--- src/rtl/audio_i2s_tx_if.sv ---
// Sample handshake between the audio processing path and the I2S transmitter.
//   sample_l / sample_r : stereo PCM pair, two's complement
//   sample_valid        : pair is valid (source -> transmitter)
//   sample_ready        : transmitter holding buffer is empty (transmitter -> source)
interface audio_i2s_tx_if #(
    parameter int unsigned DATA_W = 18
);
    logic [DATA_W-1:0] sample_l;
    logic [DATA_W-1:0] sample_r;
    logic              sample_valid;
    logic              sample_ready;

    modport master (
        output sample_l,
        output sample_r,
        output sample_valid,
        input  sample_ready
    );

    modport slave (
        input  sample_l,
        input  sample_r,
        input  sample_valid,
        output sample_ready
    );
endinterface

--- src/rtl/audio_i2s_tx.sv ---
// I2S transmitter: buffers one stereo pair from the handshake and serialises it
// MSB first with the standard one-bit delay after each word-select change.
//   clk, reset     : system clock, synchronous active-high reset
//   enable         : 1 runs the serial interface, 0 idles it (buffer kept)
//   s_if           : sample_l/sample_r/sample_valid in, sample_ready out
//   sck, ws, sd    : I2S bit clock, word select (0 = left), serial data
//   underrun       : 1-clk pulse when a frame starts with an empty buffer
//   done           : 1-clk pulse when the last bit of the right slot ends
module audio_i2s_tx #(
    parameter int unsigned DATA_W  = 18,
    parameter int unsigned SLOT_W  = 32,
    parameter int unsigned CLK_DIV = 25
) (
    input  logic          clk,
    input  logic          reset,
    input  logic          enable,
    audio_i2s_tx_if.slave s_if,
    output logic          sck,
    output logic          ws,
    output logic          sd,
    output logic          underrun,
    output logic          done
);
    localparam int unsigned DIV_W = (CLK_DIV > 1) ? $clog2(CLK_DIV) : 1;
    localparam int unsigned BIT_W = (SLOT_W > 1) ? $clog2(SLOT_W) : 1;

    // S_START: enabled or idle, waiting for the first falling sck edge
    typedef enum logic {S_START, S_RUN} state_t;

    state_t              state_q, state_d;
    logic [DIV_W-1:0]    div_q, div_d;
    logic [BIT_W-1:0]    bit_q, bit_d;
    logic                slot_q, slot_d;
    logic                sck_q, sck_d;
    logic                ws_q, ws_d;
    logic                sd_q, sd_d;
    logic                underrun_q, underrun_d;
    logic                done_q, done_d;
    logic                ready_q, ready_d;
    logic                full_q, full_d;
    logic [DATA_W-1:0]   buf_l_q, buf_l_d;
    logic [DATA_W-1:0]   buf_r_q, buf_r_d;
    logic [DATA_W-1:0]   word_l_q, word_l_d;
    logic [DATA_W-1:0]   word_r_q, word_r_d;

    logic                accept;
    logic                fall_tick;
    logic                load;
    logic [DATA_W-1:0]   sel_word;
    logic [DATA_W-1:0]   shifted;

    assign accept = s_if.sample_valid && ready_q;

    // State register
    always_ff @(posedge clk) begin
        if (reset) begin
            state_q    <= S_START;
            div_q      <= '0;
            bit_q      <= '0;
            slot_q     <= 1'b0;
            sck_q      <= 1'b0;
            ws_q       <= 1'b0;
            sd_q       <= 1'b0;
            underrun_q <= 1'b0;
            done_q     <= 1'b0;
            ready_q    <= 1'b0;
            full_q     <= 1'b0;
            buf_l_q    <= '0;
            buf_r_q    <= '0;
            word_l_q   <= '0;
            word_r_q   <= '0;
        end else begin
            state_q    <= state_d;
            div_q      <= div_d;
            bit_q      <= bit_d;
            slot_q     <= slot_d;
            sck_q      <= sck_d;
            ws_q       <= ws_d;
            sd_q       <= sd_d;
            underrun_q <= underrun_d;
            done_q     <= done_d;
            ready_q    <= ready_d;
            full_q     <= full_d;
            buf_l_q    <= buf_l_d;
            buf_r_q    <= buf_r_d;
            word_l_q   <= word_l_d;
            word_r_q   <= word_r_d;
        end
    end

    // Divider, slot sequencing, frame load, serial data and handshake
    always_comb begin
        state_d    = state_q;
        div_d      = div_q;
        bit_d      = bit_q;
        slot_d     = slot_q;
        sck_d      = sck_q;
        ws_d       = ws_q;
        sd_d       = sd_q;
        underrun_d = 1'b0;
        done_d     = 1'b0;
        full_d     = full_q;
        buf_l_d    = buf_l_q;
        buf_r_d    = buf_r_q;
        word_l_d   = word_l_q;
        word_r_d   = word_r_q;
        load       = 1'b0;
        sel_word   = '0;
        shifted    = '0;
        fall_tick  = enable && sck_q && (div_q == DIV_W'(CLK_DIV - 1));

        if (!enable) begin
            state_d = S_START;
            div_d   = '0;
            bit_d   = '0;
            slot_d  = 1'b0;
            sck_d   = 1'b0;
            ws_d    = 1'b0;
            sd_d    = 1'b0;
        end else begin
            if (div_q == DIV_W'(CLK_DIV - 1)) begin
                div_d = '0;
                sck_d = !sck_q;
            end else begin
                div_d = div_q + DIV_W'(1);
            end

            if (fall_tick) begin
                case (state_q)
                    S_START: begin
                        state_d = S_RUN;
                        bit_d   = '0;
                        slot_d  = 1'b0;
                        load    = 1'b1;
                    end
                    default: begin
                        if (bit_q == BIT_W'(SLOT_W - 1)) begin
                            bit_d  = '0;
                            slot_d = !slot_q;
                            // Leaving the right slot starts the next frame
                            load   = slot_q;
                            done_d = slot_q;
                        end else begin
                            bit_d = bit_q + BIT_W'(1);
                        end
                    end
                endcase

                if (load) begin
                    word_l_d   = full_q ? buf_l_q : '0;
                    word_r_d   = full_q ? buf_r_q : '0;
                    underrun_d = !full_q;
                    full_d     = 1'b0;
                end

                // Bit b of a slot carries word[DATA_W-b]; right b=0 repeats the left LSB
                sel_word = slot_d ? word_r_d : word_l_d;
                shifted  = sel_word >> (DATA_W - int'(bit_d));
                ws_d     = slot_d;
                if ((int'(bit_d) >= 1) && (int'(bit_d) <= int'(DATA_W))) begin
                    sd_d = shifted[0];
                end else if (slot_d && (bit_d == '0)) begin
                    sd_d = word_l_d[0];
                end else begin
                    sd_d = 1'b0;
                end
            end
        end

        // Accept after load so a same-cycle accept lands in the emptied buffer
        if (accept) begin
            buf_l_d = s_if.sample_l;
            buf_r_d = s_if.sample_r;
            full_d  = 1'b1;
        end
        ready_d = !full_d;
    end

    assign sck               = sck_q;
    assign ws                = ws_q;
    assign sd                = sd_q;
    assign underrun          = underrun_q;
    assign done              = done_q;
    assign s_if.sample_ready = ready_q;
endmodule
--- src/flat_wrapper.sv ---
// flat-port wrapper written by rule: the top's interface ports become plain ports
module audio_i2s_tx_flat 
#(
    parameter int unsigned DATA_W  = 18,
    parameter int unsigned SLOT_W  = 32,
    parameter int unsigned CLK_DIV = 25
)
  (clk, reset, enable, sck, ws, sd, underrun, done, s_if_sample_l, s_if_sample_r, s_if_sample_valid, s_if_sample_ready);
  audio_i2s_tx_if #(.DATA_W(DATA_W)) s_if_i ();
  input  logic clk;
  input  logic reset;
  input  logic enable;
  output logic sck;
  output logic ws;
  output logic sd;
  output logic underrun;
  output logic done;
  input wire logic [$bits(s_if_i.sample_l)-1:0] s_if_sample_l;
  input wire logic [$bits(s_if_i.sample_r)-1:0] s_if_sample_r;
  input wire logic [$bits(s_if_i.sample_valid)-1:0] s_if_sample_valid;
  output wire logic [$bits(s_if_i.sample_ready)-1:0] s_if_sample_ready;
  assign s_if_i.sample_l = s_if_sample_l;
  assign s_if_i.sample_r = s_if_sample_r;
  assign s_if_i.sample_valid = s_if_sample_valid;
  assign s_if_sample_ready = s_if_i.sample_ready;
  audio_i2s_tx #(.DATA_W(DATA_W), .SLOT_W(SLOT_W), .CLK_DIV(CLK_DIV)) u_core (.clk(clk), .reset(reset), .enable(enable), .s_if(s_if_i), .sck(sck), .ws(ws), .sd(sd), .underrun(underrun), .done(done));
endmodule
--- config.mk ---
export PLATFORM = sky130hd
export DESIGN_NAME = audio_i2s_tx_flat
export DESIGN_NICKNAME = d
export VERILOG_FILES = /design/src/rtl/audio_i2s_tx_if.sv /design/src/rtl/audio_i2s_tx.sv /design/src/flat_wrapper.sv
export SDC_FILE = /design/constraint.sdc
export NUM_CORES = 1
export LEC_CHECK = 0
export CORE_MARGIN = 4
export CORE_UTILIZATION = 38
export CTS_CLUSTER_SIZE = 24
export DETAILED_ROUTE_END_ITERATION = 8
export PLACE_DENSITY = 0.58
export SLEW_MARGIN = 20
export SYNTH_ARGS = -nofsm -noshare
export SYNTH_HDL_FRONTEND = slang
export SYNTH_SLANG_ARGS = --single-unit
--- constraint.sdc ---
create_clock -name clk -period 3.85 [get_ports clk]
set_input_delay 0.77 -clock clk [delete_from_list [all_inputs] [get_ports clk]]
set_output_delay 0.77 -clock clk [all_outputs]
set_load 0.01 [all_outputs]
# --- Word level (Yosys, flattened, before mapping) ---
# Cells that the tools add are included.
word_totals:
  out_inout_bits: 6
  inputBits: 40
  word_cells: 68
  reg_bits: 90
classes:
  addsub: 3
  n_shift: 1
  bitwise_logic: 4
  magnitude_cmp: 2
  reduce_logical: 15
  n_eq_ne: 2
  muxes: 27
op_table:
  columns: ["operator", "count"]
  rows:
  - ["$mux W18", 9]
  - ["$shr A18 B32 Y1", 1]
  - ["$mux W5", 4]
  - ["$mux W1", 14]
  - ["$add A5 B1 Y5 const B", 2]
  - ["$eq A5 B5 Y1 const B", 2]
  - ["$reduce_or A4 Y1", 2]
  - ["$sub A5 B5 Y6 const A", 1]
  - ["$ge A5 B1 Y1 const B", 1]
  - ["$le A5 B5 Y1 const B", 1]
  - ["$logic_and A1 B1 Y1", 5]
  - ["$logic_not A5 Y1", 1]
  - ["$logic_not A1 Y1", 4]
  - ["$not A1 Y1", 4]
  - ["$reduce_or A3 Y1", 1]
  - ["$reduce_and A2 Y1", 1]
  - ["$reduce_or A2 Y1", 1]

# --- Longest topological paths before layout ---
# Gate-level depths: netlist of run 1.
depth:
  word_depth: 11
  depth_mapped: 14
  mapped_depth_nobuf: 12

# --- Worst setup path before layout of run 1 ---
# No wires, ideal clock.
synth_path:
  path_type: "reg2reg"
  startpoint: "register u_core.bit_q[0]"
  endpoint: "register u_core.sd_q (netlist: u_core.sd)"
  stages_incl_launch_ff: 14
  required_ps: 3734
  setup_ps: 116
  setup_slack_ps: 688
  synth_period_minus_slack_ps: 3162
  arrival_ps: 3047
  n_path_buf: 2
  cell_sequence: "dfxtp_1 ha_1 and3_1 ha_1 nor3b_4 inv_2 buf_6 ha_1 clkbuf_1 inv_1 o21ai_0 o21a_1 o41a_1 a31o_1"
synth_between:
  elab_chain_len: 11
  elab_cells_between_ends: 30
  cone_classes: "add/sub (2); order compare (2); eq/ne (1); shift (1); mux (21); reduce/logical (3)"
synth_lines:
  columns: ["element", "line", "source"]
  rows:
  - ["start: declaration", "audio_i2s_tx.sv:32", "logic [BIT_W-1:0] bit_q, bit_d;"]
  - ["start signal: assignment", "audio_i2s_tx.sv:75", "bit_q <= bit_d;"]
  - ["branches (longest 10 deep; another with $sub A5 B5 Y6)", null, null]
  - ["$mux W1 *", "audio_i2s_tx.sv:160", "if ((int'(bit_d) >= 1) && (int'(bit_d) <= int'(DATA_W))) begin"]
  - ["end signal: assignment", "audio_i2s_tx.sv:63", "sd_q <= 1'b0;"]
  - ["end signal: assignment", "audio_i2s_tx.sv:79", "sd_q <= sd_d;"]
  - ["end: declaration", "audio_i2s_tx.sv:36", "logic sd_q, sd_d;"]
# Mark *: on every way between the ends. The select of a mux whose other input is x is not followed.
# A chain may end at the register's enable or synchronous reset.

# --- Worst setup path after layout of run 1 ---
# Ends and elaborated chain as after synthesis.

==> results_dict.tcl, run 1 <==
set metrics [dict create \
    drt-total-wl_mm 11.3 \
    path_clk_slew_ns 0.06 \
    post-dp-hpwl_mm 7.83 \
    antenna_found_initial 1 \
    synth_top_area_frac 0.413 \
    diodes 0 \
    area_growth_pct 19.2 \
    dr.pass1.iters 4 \
    ir_drop_mv 0.337 \
    die_h_um 115 \
    yosysSeqAreaShare 0.413 \
    endpoint_kind "register" \
    critPathMostFrequentCell "ha_1" \
    root_buffer "clkbuf_16" \
    synthArstFlopShare 0 \
    multiInputGateArea_sq_um 2320 \
    crit_buf_inv 2 \
    cts_resized 0 \
    reg2reg_from "u_core.bit_q[0]$_SDFFE_PP0P_" \
    wl_per_cell_um 15.6 \
    hold_path.class "register to register" \
    crit_family "adder cells" \
    grt_pass1_vias 3745 \
    ys_types 58 \
    max_stage_delay_ns 0.47 \
    synth_top_cells_by_count "nand2_1, dfxtp_1, a21oi_1" \
    drc_errors 0 \
    critPathKind "register to register" \
    cpMaxStageDelayCell "ha_1" \
    initial_utilization 0.395 \
    post-cts-setup-buffers 0 \
    report.final.setup_viol 0 \
    h-tree-depth 3 \
    grt_overflow 0 \
    cp.required_ns 4.09 \
    slew_headroom 0.459 \
    seq_area_sq_um 1800 \
    synth.most_common_cell "nand2_1" \
    drive_above_1_share 0.0767 \
    path_cells "ha_1 -> and3_1 -> ha_1 -> nor3b_4 -> inv_2 -> ha_1 -> inv_1 -> o21ai_0 -> o21a_1 -> o41a_1 -> a31o_1" \
    io_buffers 45 \
    grt_setup_unrepaired "false" \
    grt_start_max_net_pins 75 \
    p_per_area_nw_per_um2 377 \
    layout_min_cycle_time_ns 3.26 \
    first_iter_violations 231 \
    fmax_mhz 307 \
    finalClockSkew_ns 0.00647 \
    drv_cap 0 \
    die_area_sq_um 13300 \
    finalHoldViolCount 0 \
    grt_pass1_wl_mm 19.0 \
    clockBufferDepth 2 \
    grt_util_all_layers 0.182 \
    syn_nets 600 \
    numCtsBuffers 9 \
    cts_sinks 90 \
    start_kind "register" \
    cp_num_cells 11 \
    worstRegToRegCells 11 \
    die_width_um 115 \
    fill_cells 1112 \
    io_pins 46 \
    ys.warnings.count 0 \
    finalPower_mw 1.96 \
    cts_hold_buf 0 \
    worstPathArrival_ns 3.50 \
    worst_pin_slew_ns 0.811 \
    cts_tree "yes" \
    vias 3872 \
    via_per_inst 5.33 \
    holdPathStages 2 \
    clk_latency_ns 0.35 \
    routabilityCongestion 0.877 \
    layout.nets 628 \
    cellLeakagePower_nw 1.79 \
    antenna_left 0 \
    critPathCapture "u_core.sd$_SDFFE_PP0P_" \
    r2r_slack_ns 0.59 \
    synth.area.top_cells "dfxtp_1, nand2_1, a21oi_1" \
    worstSetupStartpoint "u_core.bit_q[0]$_SDFFE_PP0P_" \
    finalSetupTns_ns 0 \
    synth.avg_cell_area_sq_um 7.87 \
    synthesis.instances 554 \
    ys_ff_latch 90 \
    rows 38 \
    outcome "finished, final reports clean" \
    synth_ff_type "dfxtp_1" \
    synth_edf_count 0 \
    synth.cell_area_sq_um 4360 \
    crit_fanout 13 \
    core_sq_um 11000 \
    finalCritPeriodShare 0.846 \
    finalMaxSlewViolations 0 \
    placed_cell_area_sq_um 4900 \
    yosysTopAreaCell "dfxtp_1" \
    final_area_sq_um 5200 \
    rr_endpoint "u_core.sd$_SDFFE_PP0P_" \
]
kinds of logic (layout without fill, tap and decap cells):
group                    count (synthesis)  in the layout  share of synthesized area
buffers and inverters                   52             85                     0.0554
flip-flops                              90             90                      0.413
multiplexers                            12             12                     0.0514
adder cells (fa/ha/maj)                  6              6                     0.0172
AO/OA/AOI/OAI                          131            131                      0.179
AND/OR/NAND/NOR                        256            256                      0.270
XOR/XNOR                                 7              7                     0.0141
area by class of cell:
cell class / instances / area share
sequential: 90 / 0.347
timing repair buffer: 58 / 0.107
inverter: 11 / 0.00795
tap: 140 / 0.0337
clock inverter: 4 / 0.00650
clock buffer: 12 / 0.0513
multi-input combinational: 412 / 0.447
registers in the layout (all words and copies together), names as in the netlist:
signal                    count
u_core.done                   1
u_core.s_if.sample_ready      1
u_core.div_q                  5
u_core.sd                     1
u_core.buf_r_q               18
u_core.sck                    1
u_core.word_l_q              18
u_core.buf_l_q               18
u_core.word_r_q              18
u_core.underrun               1
u_core.full_q                 1
u_core.state_q                1
u_core.bit_q                  5
u_core.slot_q                 1
metrics by stage:
stage | hold WS (ns) | utilization | cells | setup WS [ns]
finish | 0.451 | 0.471 | 727 | 0.594
floorplan | 0.430 | - | 554 | 0.688
CTS | 0.452 | 0.471 | 727 | 0.599
global placement | 0.440 | 0.444 | 711 | 0.684
detailed placement | 0.443 | 0.444 | 711 | 0.628
global route | 0.469 | 0.471 | 727 | 0.323
power by group:
part | total (mW) | switching (mW) | internal [mW]
sequential | 0.967 | 0.0151 | 0.952
clock | 0.871 | 0.376 | 0.495
combinational | 0.120 | 0.0634 | 0.0567
worst min path at each step:
stage | from | end | slack, ns
6_report | u_core.buf_l_q[17]$_SDFFE_PP0P_ | u_core.buf_l_q[17]$_SDFFE_PP0P_ | 0.45
5_1_grt | u_core.buf_l_q[7]$_SDFFE_PP0P_ | u_core.buf_l_q[7]$_SDFFE_PP0P_ | 0.47
4_1_cts | u_core.word_l_q[4]$_SDFFE_PP0P_ | u_core.word_l_q[4]$_SDFFE_PP0P_ | 0.45
3_5_place_dp | u_core.word_l_q[4]$_SDFFE_PP0P_ | u_core.word_l_q[4]$_SDFFE_PP0P_ | 0.44
3_3_place_gp | u_core.word_r_q[6]$_SDFFE_PP0P_ | u_core.word_r_q[6]$_SDFFE_PP0P_ | 0.44
2_1_floorplan | u_core.div_q[0]$_SDFF_PP0_ | u_core.div_q[0]$_SDFF_PP0_ | 0.43
metal layers:
metal  GRT usage  share of wire  up-vias
met5           0        0.00079        -
met2       0.278           0.44       94
met1       0.249           0.49     1800
met3      0.0574          0.057       15
met4      0.0509          0.011        2
li1            -              -     1961
layout by cell type, fill, tap and decap left out, drive strengths merged, types with 3 or more instances in the layout:
cell type      count
mux4               7
dfxtp             90
clkbuf            12
nand3             35
mux2i              5
inv               12
buf               14
a21boi             4
a21oi             88
xnor2              3
nand2b             5
nand2            144
and2              16
nor3               5
clkdlybuf4s50     44
ha                 6
nor2              24
a211oi             3
o21ai              7
xor2               4
nor3b              3
and3               3
a31oi              6
and3b              7
nor2b              5
worst register-to-register path: cells and delay by family, from the launching register on:
family                   cells  cell delay (ns)
adder cells (fa/ha/maj)      3             1.05
AND/OR/NAND/NOR              2             0.43
AO/OA/AOI/OAI                4             0.93
flip-flops                   1             0.38
buffers and inverters        2             0.36
Power figures use the tool's default switching activity.
==> run 2, diff against run 1 <==
--- a/config.mk
+++ b/config.mk
@@ -9,7 +9,7 @@
 export CORE_UTILIZATION = 38
 export CTS_CLUSTER_SIZE = 24
 export DETAILED_ROUTE_END_ITERATION = 8
-export PLACE_DENSITY = 0.58
+export PLACE_DENSITY = 0.6
 export SLEW_MARGIN = 20
 export SYNTH_ARGS = -nofsm -noshare
 export SYNTH_HDL_FRONTEND = slang
==> constraint.sdc (replaced) <==
create_clock -name clk -period 2.7 [get_ports clk]
set_input_delay 0.54 -clock clk [delete_from_list [all_inputs] [get_ports clk]]
set_output_delay 0.54 -clock clk [all_outputs]
set_load 0.01 [all_outputs]
==> run 2 against run 1 <==
Combinational power is 47% higher. First-iteration DRC count fell by 10%. Register-to-register slack lost 0.57 ns. Clock skew up 0.0029 ns. Die area is the same. Sequential power is 43% higher. Sequential cell count unchanged. Setup slack worse by 0.57 ns. Maximum frequency rose by 21%. Core utilization grew 2.7 points. Critical path type unchanged. Critical endpoint unchanged. Largest power group unchanged. Highest routed layer is now met4.
==> results_dict.tcl, run 2 (same netlist as run 1, synthesis figures left out) <==
set metrics [dict create \
    initial_utilization 0.395 \
    drv_cap 0 \
    endpoint_kind "register" \
    reg2reg_from "u_core.bit_q[0]$_SDFFE_PP0P_" \
    worstRegToRegCells 11 \
    cts_tree "yes" \
    rr_endpoint "u_core.sd$_SDFFE_PP0P_" \
    dp.cells 731 \
    crit_family "adder cells" \
    outcome "finished, final reports clean" \
    grt_start_max_net_pins 75 \
    drt-total-wl_mm 11.6 \
    fin_cells 751 \
    post-dp-hpwl_mm 8.13 \
    cpMaxStageDelayCell "mux4_1" \
    clk_latency_ns 0.35 \
    grt_overflow 0 \
    fill_cells 1091 \
    grt_util_all_layers 0.181 \
    worst_slack_ns 0.0194 \
    antenna_left 0 \
    cts_sinks 90 \
    cp.required_ns 2.94 \
    vias 3986 \
    finalPower_mw 2.74 \
    finalClockSkew_ns 0.00941 \
    holdPathStages 2 \
    area_growth_pct 26.0 \
    io_pins 46 \
    crit_buf_inv 1 \
    via_per_inst 5.31 \
    slew_headroom 0.489 \
    worstPathArrival_ns 2.92 \
    grt_pass1_vias 3816 \
    fmax_mhz 373 \
    min_from "u_core.buf_l_q[5]$_SDFFE_PP0P_" \
    report.final.setup_viol 0 \
    layout_common_cells "nand2_1, a21oi_1, dfxtp_1" \
    layout_min_cycle_time_ns 2.68 \
    dr.pass1.iters 4 \
    first_iter_violations 207 \
    start_kind "register" \
    r2r_slack_ns 0.02 \
    ir_drop_mv 0.382 \
    clockBufferDepth 2 \
    multiInputGateArea_sq_um 2410 \
    mostFrequentLayoutCell "nand2_1" \
    path_cells "ha_4 -> and3_4 -> ha_4 -> ha_1 -> nand2_2 -> buf_12 -> mux4_1 -> nand3_1 -> and3b_1 -> a31oi_1 -> a31o_1" \
    seq_area_sq_um 1810 \
    grt_setup_unrepaired "true" \
    worst_pin_slew_ns 0.767 \
    finalMaxSlewViolations 0 \
    layout.nets 652 \
    critPathKind "register to register" \
    core_sq_um 11000 \
    grt_pass1_wl_mm 19.2 \
    die_width_um 115 \
    rows 38 \
    pre_cts_ws_ns -0.132 \
    p_per_area_nw_per_um2 499 \
    holdPathEnd "u_core.buf_l_q[5]$_SDFFE_PP0P_" \
    placed_cell_area_sq_um 5130 \
    die_h_um 115 \
    finalSetupTns_ns 0 \
    wl_per_cell_um 15.5 \
    diodes 0 \
    drive_above_1_share 0.136 \
    die_area_sq_um 13300 \
    path_clk_slew_ns 0.07 \
    cellLeakagePower_nw 1.92 \
    hold_path.class "register to register" \
    fin_util 0.498 \
    max_stage_delay_ns 0.60 \
    final_area_sq_um 5490 \
    hold_slack_ns 0.451 \
    finalCritPeriodShare 0.993 \
    critPathMostFrequentCell "ha_4" \
    crit_fanout 9 \
    drc_errors 0 \
    h-tree-depth 3 \
    routabilityCongestion 0.869 \
    numCtsBuffers 9 \
    io_buffers 45 \
    finalHoldViolCount 0 \
    antenna_found_initial 0 \
    root_buffer "clkbuf_16" \
]
run 2: worst max-delay path by stage:
stage                                       from  cells after the start  slack (ns)                endpoint
floorplan           u_core.bit_q[0]$_SDFFE_PP0P_                     14      -0.003  u_core.sd$_SDFFE_PP0P_
global placement    u_core.bit_q[0]$_SDFFE_PP0P_                     11       -0.10  u_core.sd$_SDFFE_PP0P_
detailed placement  u_core.bit_q[1]$_SDFFE_PP0P_                     11       -0.13  u_core.sd$_SDFFE_PP0P_
CTS                 u_core.bit_q[1]$_SDFFE_PP0P_                     11        0.01  u_core.sd$_SDFFE_PP0P_
global route        u_core.bit_q[0]$_SDFFE_PP0P_                     13       -0.06  u_core.sd$_SDFFE_PP0P_
finish              u_core.bit_q[0]$_SDFFE_PP0P_                     11        0.02  u_core.sd$_SDFFE_PP0P_
run 2: routing by layer:
layer | up-vias | GRT usage | part of all wire
met5 | - | 0 | 0
met4 | 0 | 0.0509 | 0.016
met2 | 92 | 0.283 | 0.45
met1 | 1873 | 0.244 | 0.49
li1 | 2008 | - | -
met3 | 13 | 0.0505 | 0.048
run 2: final cells by class:
class / instances / share of cell area
Inverter: 11 / 0.00797
Clock buffer: 11 / 0.0442
Sequential cell: 90 / 0.329
Multi-Input combinational cell: 412 / 0.438
Tap cell: 140 / 0.0319
Clock inverter: 5 / 0.00683
Timing Repair Buffer: 82 / 0.142
run 2: timing repair:
action                     in CTS  in global routing
hold buffers                    0                  0
buffers inserted                0                  4
gates resized for setup         3                 12
setup endpoints to repair       1                  1
pin swaps                       0                  7
run 2: power breakdown:
group	leakage [nW]	total, mW	internal, mW	switching (mW)
sequential	0.730	1.38	1.36	0.0212
combinational	1.05	0.177	0.0862	0.0905
clock	0.140	1.19	0.655	0.534
total	1.92	2.74	2.10	0.646
run 2: worst register-to-register path, cell delays in order (launching register included):
cell and delay, ns:
dfxtp_4 0.35, ha_4 0.15, and3_4 0.18, ha_4 0.16, ha_1 0.31, nand2_2 0.12
buf_12 0.14, mux4_1 0.60, nand3_1 0.12, and3b_1 0.16, a31oi_1 0.08, a31o_1 0.21
==> run 3, diff against run 2 <==
--- a/config.mk
+++ b/config.mk
@@ -5,6 +5,7 @@
 export SDC_FILE = /design/constraint.sdc
 export NUM_CORES = 1
 export LEC_CHECK = 0
+export CAP_MARGIN = 20
 export CORE_MARGIN = 4
 export CORE_UTILIZATION = 38
 export CTS_CLUSTER_SIZE = 24
==> results of run 3 <==
No change in the layout: final DEF, timing and power equal those of run 2.
